File: src/rtl/uart_pkg.sv
// Shared types and helpers for the UART receive path.
//   uart_rx_state_t : receiver FSM states
//   PT_*            : parity-type string constants accepted by the PT parameter
//   parity_calc     : parity bit a transmitter would send for the given data
package uart_pkg;

    typedef enum logic [2:0] {IDLE, START, DATA, PARITY, STOP} uart_rx_state_t;

    localparam string PT_NONE = "NONE";
    localparam string PT_EVEN = "EVEN";
    localparam string PT_ODD  = "ODD";

    // data is zero-extended by the caller; odd selects odd parity
    function automatic logic parity_calc(input logic [31:0] data, input logic odd);
        return (^data) ^ odd;
    endfunction

endpackage

File: src/rtl/uart_rx_sync.sv
// Input conditioning for the serial line.
//   clk  : system clock
//   rst  : asynchronous reset, active-high (all flops reset to the idle level 1)
//   rxd  : raw asynchronous serial input
//   rxs  : synchronized (and optionally filtered) serial line
// Optional feature macro: UART_RX_FILTER_EN adds a 3-tap majority vote after
// the synchronizer (2 extra cycles of latency, single-cycle glitches rejected).
module uart_rx_sync (
    input  logic clk,
    input  logic rst,
    input  logic rxd,
    output logic rxs
);

    logic [1:0] sync_q;

    always_ff @(posedge clk or posedge rst) begin
        if (rst) begin
            sync_q <= 2'b11;
        end else begin
            sync_q <= {sync_q[0], rxd};
        end
    end

`ifdef UART_RX_FILTER_EN
    logic [2:0] tap_q;

    always_ff @(posedge clk or posedge rst) begin
        if (rst) begin
            tap_q <= 3'b111;
        end else begin
            tap_q <= {tap_q[1:0], sync_q[1]};
        end
    end

    assign rxs = (tap_q[0] & tap_q[1]) | (tap_q[0] & tap_q[2]) | (tap_q[1] & tap_q[2]);
`else
    assign rxs = sync_q[1];
`endif

endmodule

File: src/rtl/uart_rx.sv
// UART receiver: deserializes uart_rxd into a valid/ready byte stream.
//   clk, rst        : clock, asynchronous active-high reset
//   uart_rxd        : serial input, idle high
//   str_rxd_tvalid  : received byte valid (held until accepted)
//   str_rxd_tdata   : received byte
//   str_rxd_tready  : consumer accepts the byte
//   error_fifo      : 1-cycle pulse, new byte dropped because output still held
//   error_parity    : 1-cycle pulse with the delivered byte, parity mismatch
//   error_frame     : 1-cycle pulse, a stop bit sampled low (byte dropped)
// Optional feature macro: UART_RX_FILTER_EN (see uart_rx_sync).
module uart_rx import uart_pkg::*; #(
    parameter int unsigned DW = 8,
    parameter string       PT = "NONE",
    parameter int unsigned SW = 1,
    parameter int unsigned BN = 54
) (
    input  logic          clk,
    input  logic          rst,
    input  logic          uart_rxd,
    output logic          str_rxd_tvalid,
    output logic [DW-1:0] str_rxd_tdata,
    input  logic          str_rxd_tready,
    output logic          error_fifo,
    output logic          error_parity,
    output logic          error_frame
);

    localparam int unsigned CW = $clog2(BN);
    localparam int unsigned IW = (DW > 1) ? $clog2(DW) : 1;
    localparam logic [CW-1:0] HalfLoad = CW'(BN / 2 - 1);
    localparam logic [CW-1:0] BitLoad  = CW'(BN - 1);
    localparam bit ParEn  = (PT != PT_NONE);
    localparam bit ParOdd = (PT == PT_ODD);

    logic rxs;

    uart_rx_sync u_sync (
        .clk (clk),
        .rst (rst),
        .rxd (uart_rxd),
        .rxs (rxs)
    );

    uart_rx_state_t state_q, state_d;
    logic [CW-1:0]  cnt_q, cnt_d;
    logic [IW-1:0]  idx_q, idx_d;
    logic [DW-1:0]  shreg_q, shreg_d;
    logic           par_err_q, par_err_d;
    logic           frame_q, frame_d;
    logic           stop_idx_q, stop_idx_d;
    logic           seen_high_q, seen_high_d;
    logic           tvalid_q, tvalid_d;
    logic [DW-1:0]  tdata_q, tdata_d;
    logic           err_fifo_q, err_fifo_d;
    logic           err_par_q, err_par_d;
    logic           err_frame_q, err_frame_d;

    always_ff @(posedge clk or posedge rst) begin
        if (rst) begin
            state_q     <= IDLE;
            cnt_q       <= '0;
            idx_q       <= '0;
            shreg_q     <= '0;
            par_err_q   <= 1'b0;
            frame_q     <= 1'b0;
            stop_idx_q  <= 1'b0;
            seen_high_q <= 1'b0;
            tvalid_q    <= 1'b0;
            tdata_q     <= '0;
            err_fifo_q  <= 1'b0;
            err_par_q   <= 1'b0;
            err_frame_q <= 1'b0;
        end else begin
            state_q     <= state_d;
            cnt_q       <= cnt_d;
            idx_q       <= idx_d;
            shreg_q     <= shreg_d;
            par_err_q   <= par_err_d;
            frame_q     <= frame_d;
            stop_idx_q  <= stop_idx_d;
            seen_high_q <= seen_high_d;
            tvalid_q    <= tvalid_d;
            tdata_q     <= tdata_d;
            err_fifo_q  <= err_fifo_d;
            err_par_q   <= err_par_d;
            err_frame_q <= err_frame_d;
        end
    end

    always_comb begin
        logic expired;
        logic complete;
        logic frame_now;

        state_d     = state_q;
        cnt_d       = cnt_q;
        idx_d       = idx_q;
        shreg_d     = shreg_q;
        par_err_d   = par_err_q;
        frame_d     = frame_q;
        stop_idx_d  = stop_idx_q;
        seen_high_d = seen_high_q;
        tvalid_d    = tvalid_q;
        tdata_d     = tdata_q;
        err_fifo_d  = 1'b0;
        err_par_d   = 1'b0;
        err_frame_d = 1'b0;
        complete    = 1'b0;
        frame_now   = frame_q;

        // Counter loaded with N expires N+1 clocks later, when it reads zero.
        expired = (cnt_q == '0);
        if (!expired) begin
            cnt_d = cnt_q - 1'b1;
        end

        // A break leaves the line low; require a high level before re-arming.
        if (state_q == IDLE && rxs) begin
            seen_high_d = 1'b1;
        end

        case (state_q)
            IDLE: begin
                if (!rxs && seen_high_q) begin
                    state_d     = START;
                    cnt_d       = HalfLoad;
                    seen_high_d = 1'b0;
                end
            end
            START: begin
                if (expired) begin
                    if (rxs) begin
                        state_d = IDLE;
                    end else begin
                        state_d   = DATA;
                        cnt_d     = BitLoad;
                        idx_d     = '0;
                        par_err_d = 1'b0;
                        frame_d   = 1'b0;
                    end
                end
            end
            DATA: begin
                if (expired) begin
                    shreg_d[idx_q] = rxs;
                    cnt_d          = BitLoad;
                    if (idx_q == IW'(DW - 1)) begin
                        state_d    = ParEn ? PARITY : STOP;
                        stop_idx_d = 1'b0;
                    end else begin
                        idx_d = idx_q + 1'b1;
                    end
                end
            end
            PARITY: begin
                if (expired) begin
                    par_err_d  = parity_calc(32'(shreg_q), ParOdd) ^ rxs;
                    cnt_d      = BitLoad;
                    stop_idx_d = 1'b0;
                    state_d    = STOP;
                end
            end
            STOP: begin
                if (expired) begin
                    frame_now = frame_q | ~rxs;
                    frame_d   = frame_now;
                    // Leave at the mid-point of the last stop bit for early resync.
                    if (stop_idx_q == 1'(SW - 1)) begin
                        state_d  = IDLE;
                        complete = 1'b1;
                    end else begin
                        stop_idx_d = stop_idx_q + 1'b1;
                        cnt_d      = BitLoad;
                    end
                end
            end
            default: state_d = IDLE;
        endcase

        if (tvalid_q && str_rxd_tready) begin
            tvalid_d = 1'b0;
        end

        // An accept in the completion cycle frees the slot, so no overrun then.
        if (complete) begin
            if (frame_now) begin
                err_frame_d = 1'b1;
            end else if (tvalid_q && !str_rxd_tready) begin
                err_fifo_d = 1'b1;
            end else begin
                tdata_d   = shreg_q;
                tvalid_d  = 1'b1;
                err_par_d = par_err_q;
            end
        end
    end

    assign str_rxd_tvalid = tvalid_q;
    assign str_rxd_tdata  = tdata_q;
    assign error_fifo     = err_fifo_q;
    assign error_parity   = err_par_q;
    assign error_frame    = err_frame_q;

endmodule

File: config.mk
export PLATFORM = sky130hd
export DESIGN_NAME = uart_rx
export DESIGN_NICKNAME = d
export VERILOG_FILES = /design/src/rtl/uart_pkg.sv /design/src/rtl/uart_rx_sync.sv /design/src/rtl/uart_rx.sv
export SDC_FILE = /design/constraint.sdc
export NUM_CORES = 1
export LEC_CHECK = 0
export BUFFER_PORTS_ARGS = -buffer_cell sky130_fd_sc_hd__buf_2
export CORE_MARGIN = 2
export CORE_UTILIZATION = 60
export CTS_CLUSTER_SIZE = 24
export DETAILED_ROUTE_END_ITERATION = 6
export PLACE_DENSITY = 0.8
export SYNTH_ARGS = -nofsm -noshare
export SYNTH_HDL_FRONTEND = slang
export SYNTH_SLANG_ARGS = --single-unit
File: constraint.sdc
create_clock -name clk -period 4.2 [get_ports clk]
set_input_delay 0.84 -clock clk [delete_from_list [all_inputs] [get_ports clk]]
set_output_delay 0.84 -clock clk [all_outputs]
set_load 0.05 [all_outputs]
==> out/metrics.csv <==
stage,metric,value,unit
floorplan,core_region_area,3000,sq um
placed_design,post-place-ws,1820,ps
logic_synthesis,synth-edff-count,0,
timing,setup_viol,0,
logic_synthesis,synth_most_common_cell,dfrtp_1,
logic_synthesis,synth_nets,173,
routing,drc_errors,0,
floorplan,num_io_pins,16,
clock_tree,cts_tree,done,
clock_tree,cts_buffers,5,
pwr,p_sw,0.379,mW
layout,layout-drive-gt1-share,24.3,%
clock_tree,clock_sinks,37,
worst_setup_path,crit_arrival,2660,ps
logic_synthesis,yosysUniqueCellTypes,43,
logic_synthesis,ys_warn_count,0,
grt,grt_first_pass_wirelength,5750,um
floorplan,die_y,59.5,um
logic_synthesis,yosysTopAreaCell,dfrtp_1,
routing,firstDrtPassIters,5,
floorplan,rows,20,
routing,routed_wl,3480,um
logic_synthesis,postSynthCellCount,165,
floorplan,start_util,61.6,%
worst_setup_path,cp_cell_sequence,inv_1 > ha_1 > nor2b_1 > nand4_1 > nor2b_1 > mux2_2,
clock_tree,ctsResizeCount,0,
pwr,pwr-share-seq,47.2,%
worst_setup_path,worst-endpoint-required,4440,ps
clock_tree,clockRootBuffer,clkbuf_4,
pwr,p_int,0.704,mW
grt,globalRouteOverflowTotal,0,
timing,min_period,2420,ps
run_status,outcome,completed,
clock_tree,cts_setup_buffers,0,
worst_setup_path,critical_path.max_stage_delay,670,ps
clock_tree,h-tree-depth,2,
worst_setup_path,critical-path-top-cell-by-count,nor2b_1,
timing,worstMarginPinSlew,803,ps
routing,vias,1301,
grt,grt_start_max_net_pins,38,
worst_setup_path,worstSetupPathType,reg -> reg,
routing,final_antenna_net_count,0,
layout,area_growth,8.46,%
timing,layout_setup_ws,1780,ps
pwr,swShare,35.0,%
timing,finClkSkew,8.69,ps
logic_synthesis,synthTopCellsByArea,"dfrtp_1, mux2_2, o21ai_0",
timing,tns,0,ps
placed_design,globalplace.congestion,0.847,
grt,antenna_found_initial,0,
worst_setup_path,cpMaxStageDelayCell,nor2b_1,
timing,rsz0062_at_grt,no,
clock_tree,cts_hold_buf,0,
layout,diodes,0,
routing,wl_per_cell,16.3,um
logic_synthesis,synth_common_cells,"dfrtp_1, o21ai_0, mux2_2, inv_1, nand2_1",
routing,drt-initial-drc-count,86,
logic_synthesis,ys_ff_latch,37,
logic_synthesis,ys_seq_area_share,50.2,%
layout,fin_util,66.8,%
flow_run,maxCapViolCount,0,
logic_synthesis,synth.avg_cell_area,11.2,sq um
clock_tree,clkTransAtPathRegs,110,ps
placed_design,io_buffers,15,
worst_setup_path,crit_path_max_fanout,9,
timing,fin_crit_sh,57.6,%
grt,track_usage,22.0,%
placed_design,hpwl,2440,um
timing,hold_slack,366,ps
floorplan,die_w,59.5,um
pwr,p_comb_share,28.6,%
logic_synthesis,synth.top_cell.area_share,47.4,%
floorplan,fp.dieArea,3540,sq um
pwr,power,1.08,mW
pwr,clock_power_share,24.2,%
logic_synthesis,ys_async_sr_fraction,100,%
layout,fin_nets,188,
grt,grt_pass1_vias,1248,
timing,hold_violations,0,
logic_synthesis,syn_area,1850,sq um
min_path,hold_class,reg -> reg,
routing,vias_per_cell,6.08,
pwr,p_leak,0.952,nW
pwr,ir_worst_vdd,319,uV
timing,slew-limit-headroom,46.4,%
worst_setup_path,worstSetupStartpointType,register,
worst_setup_path,endpoint_kind,register,
clock_tree,ctsLongestPathBuffers,2,
logic_synthesis,synth_ff_type,dfrtp_1,
timing,slew_viol_final,0,
clock_tree,worstSkewPairLatency,350,ps
pwr,power_per_cell_area,540,nW/um^2
timing,fmaxAchievable,0.413,GHz
## final timing paths
| path | from | end | slack (ps) | depth (start not counted) |
|---|---|---|---|---|
| setup / recovery | cnt_q[0] | str_rxd_tdata[6] | 1780 | 6 |
| hold / removal | u_sync.sync_q[0] | u_sync.sync_q[1] | 370 | 0 |
| setup reg to reg | cnt_q[0] | str_rxd_tdata[6] | 1780 | 6 |
| hold reg to reg | u_sync.sync_q[0] | u_sync.sync_q[1] | 370 | 0 |
| max in group asynchronous | rst | u_sync.sync_q[1] | 3280 | 3 |
| min in group asynchronous | rst | str_rxd_tdata[2] | 570 | 3 |
## metal layers
metal	wire [um]	part of all wire [%]	up-vias	global-route usage (%)
met5	0	0	-	0
met4	52	1.5	0	8.25
met3	159	4.6	7	6.11
met2	1760	51	33	35.8
met1	1510	43	636	27.9
li1	-	-	625	-
## worst max-delay path, delay by kind of cell (launching register included)
| family | cells | cell delay (ps) |
|---|---|---|
| and+or+nand+nor | 3 | 1100 |
| DFF | 1 | 440 |
| buffers and inverters | 1 | 80 |
| muxes | 1 | 420 |
| adders and majority gates | 1 | 260 |
## logic make-up after synthesis
kind of cell	share of synthesized area, %
xor+xnor	5.01
flops	50.2
fa+ha+maj	2.71
buf+inv	4.87
mux	10.9
simple gates	15.8
compound gates	10.6
## cell type report
class | count | area (sq um)
timing repair buffer | 16 | 82.6
inverter | 9 | 33.8
tap | 33 | 41.3
sequential | 37 | 928
clock buffer | 6 | 51.3
multi-input combinational | 111 | 831
clock inverter | 2 | 37.5
fill | 238 | 997
## sequential cells by signal (all words and copies together), names as in the netlist, named ones only
name	flops
state_q	3
frame_q	1
str_rxd_tdata	8
shreg_q	8
idx_q	3
str_rxd_tvalid	1
error_fifo	1
par_err_q	1
u_sync.sync_q	2
error_parity	1
cnt_q	6
error_frame	1
## cell usage in the layout (no fill, tap or decap), drive strengths merged, types with 2 or more instances in the layout
| master | n |
|---|---|
| ha | 4 |
| or3 | 2 |
| xnor2 | 7 |
| nor2b | 4 |
| inv | 9 |
| nand4b | 5 |
| mux2 | 17 |
| nand3 | 5 |
| nand2b | 2 |
| a2bb2oi | 2 |
| dfstp | 2 |
| nand4 | 4 |
| and2 | 2 |
| nor3 | 5 |
| nor2 | 8 |
| dfrtp | 35 |
| o31ai | 2 |
| o21ai | 16 |
| nand2 | 9 |
| buf | 16 |
| clkbuf | 6 |
## power groups by stage
stage / Combinational (mW) / Sequential [mW] / Clock (mW)
after floorplan: 0.296 / 0.472 / 0
after global placement: 0.292 / 0.512 / 0
after detailed placement: 0.306 / 0.517 / 0
after CTS: 0.308 / 0.510 / 0.267
after global routing: 0.350 / 0.520 / 0.283
final: 0.309 / 0.511 / 0.262
## per-stage QoR
step	cell area (sq um)	cells
2_1_floorplan	1850	165
3_3_place_gp	1920	206
3_5_place_dp	1920	206
4_1_cts	2010	214
5_1_grt	2010	214
6_report	2010	214
No activity file was read; power rests on OpenSTA's default activity.
